--- config.mk ---
export PLATFORM = sky130hd
export DESIGN_NAME = risc_sequencer
export DESIGN_NICKNAME = d
export VERILOG_FILES = /design/src/rtl/risc_sequencer.sv
export SDC_FILE = /design/constraint.sdc
export NUM_CORES = 1
export LEC_CHECK = 0
export BUFFER_PORTS_ARGS = -buffer_cell sky130_fd_sc_hd__buf_2
export CAP_MARGIN = 0
export CORE_AREA = 2 2 73 75
export CTS_CLUSTER_DIAMETER = 50
export DETAILED_ROUTE_END_ITERATION = 6
export DIE_AREA = 0 0 75 77
export PLACE_DENSITY = 0.82
export RECOVER_POWER = 25
export SLEW_MARGIN = 10
export SYNTH_ARGS = -nofsm -noshare
export SYNTH_HDL_FRONTEND = slang
export SYNTH_SLANG_ARGS = --single-unit
--- constraint.sdc ---
create_clock -name clk -period 1.6 [get_ports clk]
set_clock_uncertainty 0.15 [all_clocks]
set_input_delay 0.08 -clock clk [delete_from_list [all_inputs] [get_ports clk]]
set_output_delay 0.08 -clock clk [all_outputs]
set_load 0.01 [all_outputs]
--- src/rtl/risc_sequencer.sv ---
// Multi-cycle control sequencer for the 16-bit RISC core: fetch over a req/ack
// port, then step each instruction through decode, execute and write-back.
module risc_sequencer #(
    parameter int PC_W  = 8,
    parameter int CNT_W = 16
) (
    input  logic             clk,
    input  logic             rst_n,
    input  logic             run,
    input  logic             pc_set,
    input  logic [PC_W-1:0]  pc_init,
    output logic             imem_req,
    output logic [PC_W-1:0]  imem_addr,
    input  logic             imem_ack,
    input  logic [15:0]      imem_rdata,
    output logic [15:0]      instr,
    input  logic             dec_reg_write_enable,
    output logic             alu_en,
    output logic             rf_we,
    output logic [PC_W-1:0]  pc,
    output logic [2:0]       state,
    output logic             busy,
    output logic             halted,
    output logic             illegal_instr,
    output logic [CNT_W-1:0] retired
);

    typedef enum logic [2:0] {
        S_IDLE      = 3'd0,
        S_FETCH     = 3'd1,
        S_DECODE    = 3'd2,
        S_EXECUTE   = 3'd3,
        S_WRITEBACK = 3'd4,
        S_HALT      = 3'd5
    } state_e;

    localparam logic [2:0] OP_ILLEGAL = 3'b110;
    localparam logic [2:0] OP_HALT    = 3'b111;

    state_e           state_q, state_d;
    logic [PC_W-1:0]  pc_q, pc_d;
    logic [15:0]      instr_q, instr_d;
    logic [CNT_W-1:0] retired_q, retired_d;
    logic             illegal_q, illegal_d;
    logic [2:0]       opcode;

    assign opcode = instr_q[15:13];

    always_ff @(posedge clk or negedge rst_n) begin
        if (!rst_n) begin
            state_q   <= S_IDLE;
            pc_q      <= '0;
            instr_q   <= '0;
            retired_q <= '0;
            illegal_q <= 1'b0;
        end else begin
            state_q   <= state_d;
            pc_q      <= pc_d;
            instr_q   <= instr_d;
            retired_q <= retired_d;
            illegal_q <= illegal_d;
        end
    end

    // Once a fetch is issued the instruction always runs to write-back; run
    // is only sampled at instruction boundaries.
    always_comb begin
        state_d = state_q;
        unique case (state_q)
            S_IDLE: begin
                if (!pc_set && run) state_d = S_FETCH;
            end
            S_FETCH: begin
                if (imem_ack) state_d = S_DECODE;
            end
            S_DECODE: begin
                if (opcode == OP_HALT) state_d = S_HALT;
                else                   state_d = S_EXECUTE;
            end
            S_EXECUTE:   state_d = S_WRITEBACK;
            S_WRITEBACK: state_d = run ? S_FETCH : S_IDLE;
            S_HALT: begin
                if (!run) state_d = S_IDLE;
            end
            default:     state_d = S_IDLE;
        endcase
    end

    always_comb begin
        pc_d      = pc_q;
        instr_d   = instr_q;
        retired_d = retired_q;
        illegal_d = illegal_q;
        if ((state_q == S_IDLE || state_q == S_HALT) && pc_set) begin
            pc_d = pc_init;
        end
        if (state_q == S_FETCH && imem_ack) begin
            instr_d = imem_rdata;
            pc_d    = pc_q + PC_W'(1);
        end
        if (state_q == S_DECODE && opcode == OP_ILLEGAL) begin
            illegal_d = 1'b1;
        end
        if (state_q == S_WRITEBACK) begin
            retired_d = retired_q + CNT_W'(1);
        end
    end

    // An illegal opcode behaves as a NOP, so its write strobe is suppressed
    // even if the decoder disagrees.
    always_comb begin
        imem_req = (state_q == S_FETCH);
        alu_en   = (state_q == S_EXECUTE);
        rf_we    = (state_q == S_WRITEBACK) && dec_reg_write_enable
                   && (opcode != OP_ILLEGAL);
        busy     = (state_q != S_IDLE) && (state_q != S_HALT);
        halted   = (state_q == S_HALT);
    end

    assign imem_addr     = pc_q;
    assign pc            = pc_q;
    assign instr         = instr_q;
    assign state         = state_q;
    assign retired       = retired_q;
    assign illegal_instr = illegal_q;

endmodule

==> flow_metrics.tcl <==
set metrics [dict create \
    status "complete, but fails checks" \
    failed_checks "negative setup slack" \
    sequentialPowerShare_pct 34.7 \
    cpMaxStageDelayCell "dfrtp_2" \
    synth-compound-area-share_pct 6.87 \
    cts_buffer_depth 2 \
    cp_cell_sequence "buf_6 > and4bb_2 > nand4_1 > or2_1 > a21oi_2" \
    syn_area_per_cell_um2 9.78 \
    drc_errors 0 \
    multi_input_area_um2 977 \
    finalNonFillerCells 426 \
    die-area_um2 5780 \
    maxSlewViolCount 0 \
    die_y_um 77 \
    worst_slew_pin_slew_ns 0.973 \
    gp_congestion 0.823 \
    coreArea_um2 4980 \
    portBuffers 86 \
    track_usage_pct 20.0 \
    power.density_nw_per_um2 1550 \
    power_uw 5180 \
    grt_max_degree 45 \
    cts_tree "yes" \
    setup_viol 15 \
    worstHoldPathType "reg2reg" \
    crit_arrival_ns 1.85 \
    synthToLayoutAreaGrowth_pct 59.8 \
    period_needed_ns 1.77 \
    fmax_mhz 566 \
    synth_top_family_by_area "simple AND/OR/NAND/NOR gates" \
    placed_area_um2 2640 \
    synth_edf_count 0 \
    syn_nets 246 \
    root_buffer "clkbuf_8" \
    maxCapViolCount 0 \
    rsz0062_at_grt "true" \
    start_util_pct 42.1 \
    synthArstFlopShare_pct 100 \
    post-place-cells 371 \
    clock_latency_ns 0.30 \
    ant_nets 0 \
    synthAdderAreaFrac_pct 1.20 \
    setup_slack_ns -0.166 \
    end_kind "flip-flop" \
    hold_violations 0 \
    period_share_pct 110 \
    synth_area_leaders "dfrtp_1, nand2_1, xnor2_1, buf_4, xor2_1" \
    leakagePower_uw 0.00176 \
    path_max_fanout 4 \
    die_x_um 75 \
    muxShareOfSynthArea_pct 0.538 \
    p_sw_share_pct 37.8 \
    yosysMostFrequentCell "nand2_1" \
    yosys.area_share.simple_pct 25.9 \
    ys_types 43 \
    p_int_uw 3220 \
    timing.hold.ws_ns 0.313 \
    ios 87 \
    worst-path-buf-inv 1 \
    synth_warnings 0 \
    crit_required_ns 1.69 \
    design_area_um2 3340 \
    fp-row-count 26 \
    synth_top_area_share_pct 52.6 \
    worstSetupStartpointType "flip-flop" \
    drive_above_1_share_pct 43.8 \
    yosys_register_bits 44 \
    power_frac_comb_pct 47.0 \
    synthesis.instances 214 \
    maxSlewHeadroom_pct 35.1 \
    switchingPower_uw 1960 \
    routed_wl_um 5850 \
    synthTopCellsByCount "nand2_1, dfrtp_1, nand3_1, xnor2_1, buf_4" \
    pwr-share-clk_pct 18.2 \
    dpl.hpwl_um 3660 \
    worstSetupPathType "reg2reg" \
    critPathTopFamily "simple AND/OR/NAND/NOR gates" \
    ys.flop_type "dfrtp_1" \
    synth_top_area_cell "dfrtp_1" \
    crit_path_max_incr_delay_ns 0.45 \
    overflow 0 \
    clk_pin_slew_ns 0.09 \
    yosys.area_share.xor_xnor_pct 6.69 \
    fillers 408 \
    via_per_inst 4.83 \
    dr.pass1.iters 4 \
    grt_antenna_before_repair 0 \
    synth_seq_area_share_pct 52.6 \
    finalNetCount 387 \
    peakVddDrop_v 0.000788 \
    grt_pass1_wl_um 8870 \
    seqCellArea_um2 1100 \
    htree_levels 2 \
    antennaDiodeCount 0 \
    syn-cell-area_um2 2090 \
    cts_buffers 5 \
    vias 2056 \
    wl_per_cell_um 13.7 \
    cts_sinks 44 \
    first_iter_violations 54 \
    grt_pass1_vias 1926 \
]
## layout make-up
type                            instances  area share, %
Multi-Input combinational cell        147           29.2
Inverter                                7          0.786
Clock inverter                          1          0.898
Tap cell                               70           2.62
Timing Repair Buffer                  150           30.6
Sequential cell                        44           33.0
Clock buffer                            7           2.88
## registers in the layout, indices dropped and copies added, names as in the netlist
register and cells:
instr 16, state 3, illegal_instr 1, retired 16, imem_addr 8
## what timing repair did
action / CTS / global route
hold endpoints to repair: 71 / 0
pin swaps: 11 / 16
gates resized for setup: 13 / 27
hold buffers: 28 / 0
buffers inserted: 11 / 8
endpoints found under the setup margin: 18 / 37
## cell usage in the layout, fill, tap and decap left out, types with 3 or more instances in the layout
cell / netlist / final
nand4_1: 4 / 4
xnor2_1: 10 / 9
nor2_4: 0 / 3
nor2_1: 6 / 3
inv_1: 7 / 7
buf_2: 2 / 86
dlygate4sd3_1: 0 / 28
a22oi_1: 3 / 3
buf_6: 1 / 11
dfrtp_2: 0 / 3
dfrtp_1: 44 / 41
nor3b_4: 1 / 3
nand3_1: 10 / 9
xor2_1: 6 / 6
nand2_1: 62 / 60
buf_4: 9 / 25
a21oi_1: 6 / 5
clkbuf_8: 0 / 7
## power by group through the flow
stage	combinational (µW)	sequential, µW	clock, µW
global route	2680	1860	1010
detailed placement	2050	1820	0
finish	2440	1800	945
CTS	2270	1790	955
global placement	1980	1810	0
floorplan	1110	1960	0
## metal layers
layer	vias up	part of all wire (%)	GRT usage, %
met3	10	6.1	4.86
met5	-	0	0
li1	997	-	-
met4	0	1.6	4.29
met1	973	40	25.0
met2	76	52	34.4
## logic make-up (layout without fill, tap and decap cells)
family / Yosys count / count (layout)
AND/OR/NAND/NOR: 106 / 106
flip-flops: 44 / 44
buffers and inverters: 23 / 165
AO/OA/AOI/OAI: 22 / 22
XOR/XNOR: 16 / 16
adder cells (fa/ha/maj): 2 / 2
multiplexers: 1 / 1
## metrics by stage
step	setup TNS [ns]	util [%]	setup WS, ns
finish	-0.885	67.2	-0.166
global route	-3.69	67.2	-0.263
CTS	-0.543	64.0	-0.100
detailed placement	-0.467	53.1	-0.0977
global placement	-0.0151	53.1	-0.0118
floorplan	-0.666	-	-0.119
## worst reg2reg max path: stages (launching register included)
cell      delay, ns
dfrtp_2        0.45
buf_6          0.13
and4bb_2       0.33
nand4_1        0.19
or2_1          0.31
a21oi_2        0.14
## worst paths after layout
path / from / end / slack, ns / cells after the start
min in group asynchronous: rst_n / imem_addr[4] / 0.41 / 3
max in group asynchronous: rst_n / state[0] / 0.21 / 3
max: state[1] / imem_addr[6] / -0.17 / 5
min: illegal_instr / illegal_instr / 0.31 / 2
max reg2reg: state[1] / imem_addr[6] / -0.17 / 5
min reg2reg: illegal_instr / illegal_instr / 0.31 / 2
Note: power is estimated with default switching activity, not from simulation.
